--- src/rtl/qtcore_scan_loader_if.sv ---
// Host byte-stream bundle for the qtcore scan loader.
// tx_*: bytes into the chain (valid/ready); rx_*: readback bytes (pulse).
interface qtcore_scan_loader_if;
  logic [7:0] tx_data;
  logic       tx_valid;
  logic       tx_ready;
  logic [7:0] rx_data;
  logic       rx_valid;

  modport master (
    output tx_data, tx_valid,
    input  tx_ready, rx_data, rx_valid
  );

  modport slave (
    input  tx_data, tx_valid,
    output tx_ready, rx_data, rx_valid
  );
endinterface

--- src/rtl/qtcore_scan_loader.sv ---
// Scan-chain loader/readback and run control for the qtcore core.
// Ports: clk, rst_n, bus (byte stream), load/run requests, core scan/run pins.
module qtcore_scan_loader #(
  parameter int CHAIN_LEN = 176
) (
  input  logic clk,
  input  logic rst_n,
  qtcore_scan_loader_if.slave bus,
  input  logic load_start,
  input  logic run_start,
  output logic load_done,
  output logic busy,
  output logic scan_enable,
  output logic scan_in,
  input  logic scan_out,
  output logic proc_en,
  input  logic halt
);

  localparam int NBYTES = CHAIN_LEN / 8;
  localparam int BCW = $clog2(NBYTES + 1);
  localparam logic [BCW-1:0] NB_L = BCW'(NBYTES);

  typedef enum logic [1:0] {
    S_IDLE,
    S_SHIFT,
    S_RUN,
    S_HALTED
  } state_t;

  state_t         r_state, w_state;
  logic [BCW-1:0] r_byte_cnt, w_byte_cnt;
  logic [2:0]     r_bit_cnt, w_bit_cnt;
  logic [7:0]     r_tx_sr, w_tx_sr;
  logic [7:0]     r_rx_sr, w_rx_sr;
  logic [7:0]     r_rx_data, w_rx_data;
  logic           r_rx_valid, w_rx_valid;
  logic           r_load_done, w_load_done;
  logic           r_busy, w_busy;
  logic           r_scan_en, w_scan_en;
  logic           r_scan_in, w_scan_in;
  logic           r_proc_en, w_proc_en;
  logic           r_tx_ready, w_tx_ready;
  logic           w_accept;

  assign w_accept = bus.tx_valid & r_tx_ready;

  // Every output is a flop; next values (including tx_ready for the
  // following cycle) are all derived here from the next-state view.
  always_comb begin
    w_state     = r_state;
    w_byte_cnt  = r_byte_cnt;
    w_bit_cnt   = r_bit_cnt;
    w_tx_sr     = r_tx_sr;
    w_rx_sr     = r_rx_sr;
    w_rx_data   = r_rx_data;
    w_rx_valid  = 1'b0;
    w_load_done = 1'b0;
    w_scan_en   = 1'b0;
    w_scan_in   = 1'b0;
    w_proc_en   = 1'b0;
    unique case (r_state)
      S_IDLE, S_HALTED: begin
        if (load_start) begin
          w_state    = S_SHIFT;
          w_byte_cnt = '0;
          w_bit_cnt  = '0;
        end else if (run_start) begin
          w_state   = S_RUN;
          w_proc_en = 1'b1;
        end
      end
      S_SHIFT: begin
        if (r_scan_en) begin
          w_rx_sr = {r_rx_sr[6:0], scan_out};
          if (r_bit_cnt != 3'd7) begin
            w_scan_en = 1'b1;
            w_scan_in = r_tx_sr[7];
            w_tx_sr   = {r_tx_sr[6:0], 1'b0};
            w_bit_cnt = r_bit_cnt + 3'd1;
          end else begin
            w_rx_data  = w_rx_sr;
            w_rx_valid = 1'b1;
            if (r_byte_cnt == NB_L) begin
              w_state     = S_IDLE;
              w_load_done = 1'b1;
            end
          end
        end
        // A byte accepted on the 8th shift edge chains straight on.
        if (w_accept) begin
          w_scan_en  = 1'b1;
          w_scan_in  = bus.tx_data[7];
          w_tx_sr    = {bus.tx_data[6:0], 1'b0};
          w_bit_cnt  = '0;
          w_byte_cnt = r_byte_cnt + 1'b1;
        end
      end
      S_RUN: begin
        if (halt) begin
          w_state = S_HALTED;
        end else begin
          w_proc_en = 1'b1;
        end
      end
      default: w_state = S_IDLE;
    endcase
    w_busy = (w_state == S_SHIFT) || (w_state == S_RUN);
    w_tx_ready = (w_state == S_SHIFT)
               && (!w_scan_en || (w_bit_cnt == 3'd7))
               && (w_byte_cnt < NB_L);
  end

  always_ff @(posedge clk or negedge rst_n) begin
    if (!rst_n) begin
      r_state     <= S_IDLE;
      r_byte_cnt  <= '0;
      r_bit_cnt   <= '0;
      r_tx_sr     <= '0;
      r_rx_sr     <= '0;
      r_rx_data   <= '0;
      r_rx_valid  <= 1'b0;
      r_load_done <= 1'b0;
      r_busy      <= 1'b0;
      r_scan_en   <= 1'b0;
      r_scan_in   <= 1'b0;
      r_proc_en   <= 1'b0;
      r_tx_ready  <= 1'b0;
    end else begin
      r_state     <= w_state;
      r_byte_cnt  <= w_byte_cnt;
      r_bit_cnt   <= w_bit_cnt;
      r_tx_sr     <= w_tx_sr;
      r_rx_sr     <= w_rx_sr;
      r_rx_data   <= w_rx_data;
      r_rx_valid  <= w_rx_valid;
      r_load_done <= w_load_done;
      r_busy      <= w_busy;
      r_scan_en   <= w_scan_en;
      r_scan_in   <= w_scan_in;
      r_proc_en   <= w_proc_en;
      r_tx_ready  <= w_tx_ready;
    end
  end

  assign bus.tx_ready = r_tx_ready;
  assign bus.rx_data  = r_rx_data;
  assign bus.rx_valid = r_rx_valid;
  assign load_done    = r_load_done;
  assign busy         = r_busy;
  assign scan_enable  = r_scan_en;
  assign scan_in      = r_scan_in;
  assign proc_en      = r_proc_en;

endmodule

--- src/flat_wrapper.sv ---
// flat-port wrapper written by rule: the top's interface ports become plain ports
module qtcore_scan_loader_flat 
#(
  parameter int CHAIN_LEN = 176
)
  (clk, rst_n, load_start, run_start, load_done, busy, scan_enable, scan_in, scan_out, proc_en, halt, bus_tx_data, bus_tx_valid, bus_tx_ready, bus_rx_data, bus_rx_valid);
  qtcore_scan_loader_if bus_i ();
  input  logic clk;
  input  logic rst_n;
  input  logic load_start;
  input  logic run_start;
  output logic load_done;
  output logic busy;
  output logic scan_enable;
  output logic scan_in;
  input  logic scan_out;
  output logic proc_en;
  input  logic halt;
  input wire logic [$bits(bus_i.tx_data)-1:0] bus_tx_data;
  input wire logic [$bits(bus_i.tx_valid)-1:0] bus_tx_valid;
  output wire logic [$bits(bus_i.tx_ready)-1:0] bus_tx_ready;
  output wire logic [$bits(bus_i.rx_data)-1:0] bus_rx_data;
  output wire logic [$bits(bus_i.rx_valid)-1:0] bus_rx_valid;
  assign bus_i.tx_data = bus_tx_data;
  assign bus_i.tx_valid = bus_tx_valid;
  assign bus_tx_ready = bus_i.tx_ready;
  assign bus_rx_data = bus_i.rx_data;
  assign bus_rx_valid = bus_i.rx_valid;
  qtcore_scan_loader #(.CHAIN_LEN(CHAIN_LEN)) u_core (.clk(clk), .rst_n(rst_n), .bus(bus_i), .load_start(load_start), .run_start(run_start), .load_done(load_done), .busy(busy), .scan_enable(scan_enable), .scan_in(scan_in), .scan_out(scan_out), .proc_en(proc_en), .halt(halt));
endmodule
--- config.mk ---
export PLATFORM = sky130hd
export DESIGN_NAME = qtcore_scan_loader_flat
export DESIGN_NICKNAME = d
export VERILOG_FILES = /design/src/rtl/qtcore_scan_loader_if.sv /design/src/rtl/qtcore_scan_loader.sv /design/src/flat_wrapper.sv
export SDC_FILE = /design/constraint.sdc
export NUM_CORES = 1
export LEC_CHECK = 0
export BUFFER_PORTS_ARGS = -buffer_cell sky130_fd_sc_hd__buf_2
export CORE_ASPECT_RATIO = 0.9
export CORE_MARGIN = 2
export CORE_UTILIZATION = 33
export DETAILED_ROUTE_END_ITERATION = 6
export SLEW_MARGIN = 10
export SYNTH_ARGS = -nofsm -noshare
export SYNTH_HDL_FRONTEND = slang
export SYNTH_SLANG_ARGS = --single-unit
export TNS_END_PERCENT = 1
--- constraint.sdc ---
create_clock -name clk -period 2.2 [get_ports clk]
set_input_delay 0.22 -clock clk [delete_from_list [all_inputs] [get_ports clk]]
set_output_delay 0.22 -clock clk [all_outputs]
set_load 0.05 [all_outputs]
Word-level counts from Yosys, hierarchy flattened
Cells that the tools add are included.

storage, ports and cells
  register bits after elaboration = 40
  bits of input ports = 15
  output and inout bits = 15
  word-level logic and storage cells = 75

operators by class
  add/sub/neg operators = 2
  order comparisons = 1
  eq/ne operators = 8
  multiplexer cells = 37
  bitwise gates (word level) = 2
  reductions and logical operators = 12

operator list
  cell                                                  number
  two-way mux 8 bit                                     3
  two-way mux 1 bit                                     18
  two-way mux 2 bit                                     6
  two-way mux 3 bit                                     4
  two-way mux 5 bit                                     2
  one-hot mux 5 bit (2 select lines)                    1
  equality test 2 bit (second input constant)           3
  one-hot mux 2 bit (3 select lines)                    1
  one-hot mux 3 bit (2 select lines)                    1
  AND reduction 3 bit                                   2
  adder 5 x 1 -> 5 bit (second input constant)          1
  equality test 5 bit (second input constant)           1
  less-than comparator 5 bit (second input constant)    1
  equality test 2 x 1 -> 1 bit (second input constant)  2
  nonzero test 2 bit                                    2
  adder 3 x 1 -> 3 bit (second input constant)          1
  equality test 3 bit (second input constant)           1
  != test 3 bit (second input constant)                 1
  logical AND 1 bit                                     2
  zero test 2 bit                                       1
  logical OR 1 bit                                      2
  one-hot mux 1 bit (2 select lines)                    1
  AND reduction 2 bit                                   1
  OR reduction 2 bit                                    1
  other kinds (3)                                       3

Depth between registers and ports, before layout
Gate-level depths: netlist of the first run.

  word-level depth = 9
  depth in mapped cells = 10
  mapped depth without buffers = 9

Least setup slack after synthesis of the first run
No wires, ideal clock.

  path type = flip-flop to flip-flop
  start = register u_core.r_state[0]
  end = register u_core.r_tx_ready, in the netlist u_core.bus.tx_ready
  library setup time = 0.125 ns
  data arrival time = 1.776 ns
  data required time = 2.075 ns
  path slack = 0.299 ns
  stages on the path, launching flop included = 9
  path buffers = 1
  clock period less this slack = 1.901 ns
  cells stage by stage = dfrtp_1 -> inv_1 -> ha_1 -> nor2b_4 -> buf_6 -> or2_4 -> a22o_1 -> a221oi_2 -> nor3_2

on the way
  longest elaborated chain between the ends = 7
  elaborated cells on any way between the ends = 22
  those cells by class = order compare (1); eq/ne (5); mux (10); reduce/logical (6)

RTL lines
  item                                                                                line                       source
  start: declaration                                                                  qtcore_scan_loader.sv:31   state_t r_state, w_state;
  start signal: assignment                                                            qtcore_scan_loader.sv:130  r_state <= w_state;
  parallel branches: the longest is 6 deep, another holds less-than comparator 5 bit  -
  logical AND 1 bit *                                                                 qtcore_scan_loader.sv:111  && (w_byte_cnt < NB_L);
  named net u_core.w_tx_ready                                                         qtcore_scan_loader.sv:43   logic r_tx_ready, w_tx_ready;
  end signal: assignment                                                              qtcore_scan_loader.sv:142  r_tx_ready <= w_tx_ready;
  end: declaration                                                                    qtcore_scan_loader.sv:43

Mark *: on every way through the listed nets, which the timed path passes.
A chain may end at the register's enable or synchronous reset.

Worst setup path in the final report of the first run
Same ends and word-level chain as after synthesis.

==> results.sh, run 1 <==
export IMPL_final_area_sq_um=2246
export IMPL_first_iter_violations=115
export IMPL_cp_max_fo=8
export IMPL_via_per_inst=4.868
export IMPL_tns_ps=0
export IMPL_syn_inst=183
export IMPL_final_hold_violation_count=0
export IMPL_peakVddDrop_uv=733.7
export IMPL_wl_per_cell_um=12.40
export IMPL_track_usage=0.1239
export IMPL_htreeDepth=2
export IMPL_endpoint_kind="flip-flop"
export IMPL_crit_required_ps=2370
export IMPL_ys_seq_area_frac=0.5101
export IMPL_timing_final_crit_share=0.9157
export IMPL_cts_root_buf="clkbuf_8"
export IMPL_start_util=0.3399
export IMPL_place_inst=279
export IMPL_post_route_util=0.3991
export IMPL_ctsHoldBuffers=0
export IMPL_slew_violations=0
export IMPL_antenna_found_initial=0
export IMPL_async_flop_share=1.000
export IMPL_max_slew_margin=0.4323
export IMPL_post_cts_buffers=0
export IMPL_die_w_um=84.26
export IMPL_wirelength_mm=3.559
export IMPL_ios=30
export IMPL_power_density_nw_per_um2=1395
export IMPL_fin_nets=238
export IMPL_path_clk_slew_ps=80
export IMPL_firstDrtPassIters=4
export IMPL_dpl_hpwl_mm=2.624
export IMPL_worst_pin_slew_ps=851.5
export IMPL_grt_start_max_net_pins=40
export IMPL_ctsLongestPathBuffers=2
export IMPL_synth_nets=205
export IMPL_crit_slowest_cell="dfrtp_1"
export IMPL_synth_cell_area_sq_um=1913
export IMPL_core_sq_um=5628
export IMPL_pre_cts_slack_ps=-21.77
export IMPL_grt_pass1_vias=1385
export IMPL_cts_buffers=5
export IMPL_area_delta_synth_final_pct=17.40
export IMPL_clk_latency_ps=290
export IMPL_synth_seq_cells=39
export IMPL_synth_edf_count=0
export IMPL_synth_cell_type_count=48
export IMPL_cts_tree="yes"
export IMPL_nFillCells=560
export IMPL_gp_congestion=0.8303
export IMPL_grt_ovfl_total=0
export IMPL_path_cells="inv_1 -> ha_1 -> nor2b_4 -> or2_4 -> a22o_1 -> a221oi_2 -> nor3_2"
export IMPL_cts_sinks=39
export IMPL_vias=1397
export IMPL_ant_nets=0
export IMPL_final_layout_size_suffix_gt1_frac=0.2857
export IMPL_rows=26
export IMPL_p_leak_nw=1.097
export IMPL_max_cap_violations=0
export IMPL_slowest_delay_ps=410
export IMPL_arrival_ps=2180
export IMPL_grt_pass1_wl_mm=6.423
export IMPL_finClkSkew_ps=9.447
export IMPL_die_y_um=76.23
export IMPL_cp_start_kind="flip-flop"
export IMPL_path_buf_inv=1
export IMPL_fin_crit_ps=2014
export IMPL_postSynthAreaPerCell_sq_um=10.45
export IMPL_yosysWarnings=0
export IMPL_die_area_sq_um=6423
export IMPL_hp_class="primary input to async pin"
export IMPL_port_buffers=29
export IMPL_diodes=0
export IMPL_placed_area_sq_um=2112
export IMPL_synth_ff_type="dfrtp_1"
export IMPL_status="completed"
export IMPL_fin_cells=287
export IMPL_max_freq_ghz=0.4964
export IMPL_finalSetupViolations=0
export IMPL_path_delay_family="compound AO/OA/AOI/OAI gates"
export IMPL_drc=0
export IMPL_worst_slack_ps=185.5
export IMPL_criticalPathCategory="flip-flop to flip-flop"
==> report_power, final <==
part	total [mW]	internal, mW	leakage [nW]	switching [mW]
logic	1.39	0.520	0.537	0.874
clock network	0.593	0.338	0.0581	0.255
registers	1.15	0.977	0.502	0.170
total	3.13	1.83	1.10	1.30
==> routing by layer <==
metal / vias up / GRT usage / routed length, um
met5: - / 0 / 0
met4: 0 / 0.05323 / 61
met3: 6 / 0.02925 / 155
met2: 27 / 0.1952 / 1680
met1: 663 / 0.1631 / 1660
li1: 701 / - / -
==> through the flow <==
stage                     hold WS, ps  power (mW)
after floorplan                -75.59       2.248
after global placement          390.7       2.525
after global routing            111.2       3.393
after detailed placement        381.6       2.539
final                           29.59       3.133
after CTS                       69.24       3.137
==> sequential cells by signal, summed over array words and instances, names as in the netlist <==
signal and count:
u_core.busy 1, u_core.r_state 2, u_core.bus.rx_data 8, u_core.r_byte_cnt 5
u_core.bus.tx_ready 1, u_core.proc_en 1, u_core.r_rx_sr 7, u_core.r_bit_cnt 3
u_core.scan_in 1, u_core.scan_enable 1, u_core.r_tx_sr 7, u_core.bus.rx_valid 1
u_core.load_done 1
==> what timing repair did <==
action | CTS | global route
pin swaps | 0 | 0
setup endpoints to repair | 1 | 2
endpoints found under the hold margin | 0 | 0
gates cloned | 0 | 0
gates resized for setup | 1 | 4
==> logic make-up after synthesis <==
group / count (synthesis) / share of synthesized area
compound gates: 40 / 0.1400
simple gates: 69 / 0.1805
xor+xnor: 1 / 0.004579
flops: 39 / 0.5101
fa+ha+maj: 7 / 0.04578
mux: 14 / 0.07783
buf+inv: 13 / 0.04120
==> worst paths after layout <==
path,cells past startpoint,endpoint,slack [ps],startpoint
setup / recovery,7,u_core.bus.tx_ready,190,u_core.r_state[0]
hold / removal,1,u_core.bus.rx_data[3],30,rst_n
setup reg to reg,7,u_core.bus.tx_ready,190,u_core.r_state[0]
hold reg to reg,2,u_core.bus.rx_data[7],470,u_core.bus.rx_data[7]
max in group asynchronous,1,u_core.r_bit_cnt[0],1570,rst_n
min in group clk,3,u_core.bus.rx_data[0],150,scan_out
==> layout make-up <==
| cell class | count | area (sq um) | area share |
|---|---|---|---|
| clock inverters | 3 | 43.79 | 0.01950 |
| inverters | 8 | 30.03 | 0.01337 |
| well taps | 70 | 87.58 | 0.03900 |
| flip-flops and latches | 39 | 977.2 | 0.4351 |
| repair buffers | 31 | 160.2 | 0.07131 |
| multi-input cells | 131 | 878.3 | 0.3911 |
| clock buffers | 5 | 68.82 | 0.03064 |
==> placed cells by master (no fill, tap or decap), types with 2 or more instances in the layout <==
cell	synthesis	routed
clkbuf_8	1	5
nand2_1	38	38
a21oi_1	7	7
a31oi_1	2	2
nor3_1	2	2
mux2_2	7	7
mux2i_1	7	7
nand4_1	3	3
inv_1	7	7
ha_1	7	5
nor2b_1	2	2
o21a_1	3	3
and3_1	3	3
buf_4	1	2
o21ai_0	15	15
nand3_1	2	2
buf_2	1	29
dfrtp_1	39	38
nor2_1	6	6
==> cells in the mapped netlist, drive strengths merged, types with 3 or more instances <==
library cell | instances | area share
a21oi | 7 | 0.018
nor2 | 6 | 0.012
nor2b | 3 | 0.014
nand2 | 38 | 0.075
buf | 4 | 0.018
o21ai | 16 | 0.044
ha | 7 | 0.046
nor3 | 3 | 0.010
inv | 7 | 0.014
dfrtp | 39 | 0.51
and3 | 4 | 0.014
mux2i | 7 | 0.037
o21a | 3 | 0.012
nand4 | 3 | 0.0098
mux2 | 7 | 0.041
No activity file was read; power rests on OpenSTA's default activity.
==> run 2, diff against run 1 <==
Settings changed: RECOVER_POWER set to 100.
==> run 2 against run 1 <==
Net effect:
- flip-flop and latch count is the same
- highest routed layer unchanged
- worst hold slack gained 33 ps
- die area is the same
- final area shrank 1.3%
- count of clock-buffer cells in the layout is the same
- sequential share of layout area grew 0.59 points
- final cell count is the same
- critical path depth is the same
- total power shrank 1.6%
- clock power is essentially flat
- fmax shrank 2.2%
- setup slack lost 45 ps
==> results.sh, run 2 (synthesis results as in run 1) <==
export IMPL_status="completed"
export IMPL_port_buffers=29
export IMPL_area_delta_synth_final_pct=15.83
export IMPL_core_sq_um=5628
export IMPL_arrival_ps=2230
export IMPL_nFillCells=565
export IMPL_seqCellArea_sq_um=977.2
export IMPL_gp_congestion=0.8303
export IMPL_clk_latency_ps=290
export IMPL_antenna_found_initial=0
export IMPL_grt_pass1_wl_mm=6.423
export IMPL_fin_crit_ps=2060
export IMPL_met2_usage=0.1952
export IMPL_power_density_nw_per_um2=1391
export IMPL_rrSetupSlack_ps=140
export IMPL_endpoint_kind="flip-flop"
export IMPL_slowest_delay_ps=410
export IMPL_via_per_inst=4.882
export IMPL_grt_util_met3=0.02925
export IMPL_die_area_sq_um=6423
export IMPL_timing_final_crit_share=0.9363
export IMPL_fin_nets=238
export IMPL_htreeDepth=2
export IMPL_vias=1401
export IMPL_ctsLongestPathBuffers=2
export IMPL_hp_class="primary input to async pin"
export IMPL_reg2reg_depth=7
export IMPL_die_w_um=84.26
export IMPL_final_layout_size_suffix_gt1_frac=0.2028
export IMPL_grt_use_met1=0.1631
export IMPL_wl_per_cell_um=12.56
export IMPL_final_hold_violation_count=0
export IMPL_max_slew_margin=0.3604
export IMPL_peakVddDrop_uv=709.4
export IMPL_most_common_layout_cells="38 x nand2_1, 38 x dfrtp_1, 15 x o21ai_0, 15 x clkbuf_1, 13 x buf_2"
export IMPL_wirelength_mm=3.605
export IMPL_p_leak_nw=1.035
export IMPL_multi_input_area_sq_um=867.1
export IMPL_worst_slack_ps=140.2
export IMPL_crit_slowest_cell="dfrtp_1"
export IMPL_dpl_hpwl_mm=2.624
export IMPL_grt_pass1_vias=1385
export IMPL_ios=30
export IMPL_first_iter_violations=116
export IMPL_start_util=0.3399
export IMPL_cts_sinks=39
export IMPL_r2r_end="u_core.bus.tx_ready"
export IMPL_grt_start_max_net_pins=40
export IMPL_max_freq_ghz=0.4855
export IMPL_path_buf_inv=1
export IMPL_ant_nets=0
export IMPL_finClkSkew_ps=8.299
export IMPL_reg2reg_from="u_core.r_state[0]"
export IMPL_worst_pin_slew_ps=959.4
export IMPL_firstDrtPassIters=4
export IMPL_crit_required_ps=2370
export IMPL_cp_max_fo=8
export IMPL_rows=26
export IMPL_path_cells="inv_1 -> ha_1 -> nor2b_4 -> or2_0 -> a22o_1 -> a221oi_2 -> nor3_2"
export IMPL_diodes=0
export IMPL_ctsHoldBuffers=0
export IMPL_cts_tree="yes"
export IMPL_criticalPathCategory="flip-flop to flip-flop"
export IMPL_max_cap_violations=0
export IMPL_finalSetupViolations=0
export IMPL_cp_start_kind="flip-flop"
export IMPL_pre_cts_slack_ps=-21.77
export IMPL_track_usage=0.1239
export IMPL_busiest_layer="met2"
export IMPL_path_clk_slew_ps=80
export IMPL_path_delay_family="compound AO/OA/AOI/OAI gates"
export IMPL_grt_ovfl_total=0
export IMPL_cts_root_buf="clkbuf_8"
export IMPL_largest_reg_flops=8
export IMPL_slew_violations=0
export IMPL_die_y_um=76.23
export IMPL_tns_ps=0
export IMPL_drc=0
export IMPL_cts_buffers=5
-- run 2: timing repair --
| action | 4_1_cts | 5_1_grt |
|---|---|---|
| endpoints found under the setup margin | 1 | 2 |
| gates resized for setup | 1 | 4 |
| cloned | 0 | 0 |
| setup buffers | 0 | 0 |
| pin swaps | 0 | 0 |
-- run 2: layer usage --
metal	wire, um	vias up
met3	148	6
li1	-	699
met4	62	0
met1	1692	665
met5	0	-
met2	1702	31
-- run 2: how the worst max path moves through the flow --
| stage | from | to | slack, ps | cells after the start |
|---|---|---|---|---|
| final | u_core.r_state[0] | u_core.bus.tx_ready | 140 | 7 |
| after CTS | u_core.r_bit_cnt[0] | u_core.bus.tx_ready | 70 | 9 |
| after detailed placement | u_core.r_state[1] | u_core.bus.tx_ready | -20 | 9 |
| after floorplan | u_core.r_state[0] | u_core.bus.tx_ready | 300 | 8 |
| after global routing | u_core.r_byte_cnt[0] | u_core.bus.tx_ready | -2 | 9 |
| after global placement | u_core.r_state[1] | u_core.bus.tx_ready | 20 | 9 |
-- run 2: power breakdown --
group / switching [mW] / internal [mW] / total (mW)
sequential: 0.173 / 0.977 / 1.15
clock: 0.258 / 0.338 / 0.596
combinational: 0.870 / 0.467 / 1.34
-- run 2: area by class of cell --
class                           instances  share of cell area
Sequential cell                        39              0.4410
Multi-Input combinational cell        131              0.3913
Timing Repair Buffer                   31             0.06381
Tap cell                               70             0.03953
Clock buffer                            5             0.03106
Clock inverter                          3             0.01976
Inverter                                8             0.01355
-- run 2: worst reg2reg max path, stage by stage (launching register included) --
cell and delay (ps):
dfrtp_1 410, inv_1 100, ha_1 360, nor2b_4 180, or2_0 270, a22o_1 270, a221oi_2 300, nor3_2 70
-- run 2: stage by stage --
stage          power, mW  instance area (sq um)  cells  hold WS [ps]  utilization
2_1_floorplan      2.248                   1913    183        -75.59            -
3_3_place_gp       2.525                   2112    279         390.7       0.3753
4_1_cts            3.137                   2227    287         69.24       0.3957
3_5_place_dp       2.539                   2112    279         381.6       0.3753
5_1_grt            3.336                   2216    287         155.0       0.3937
6_report           3.082                   2216    287         62.21       0.3937
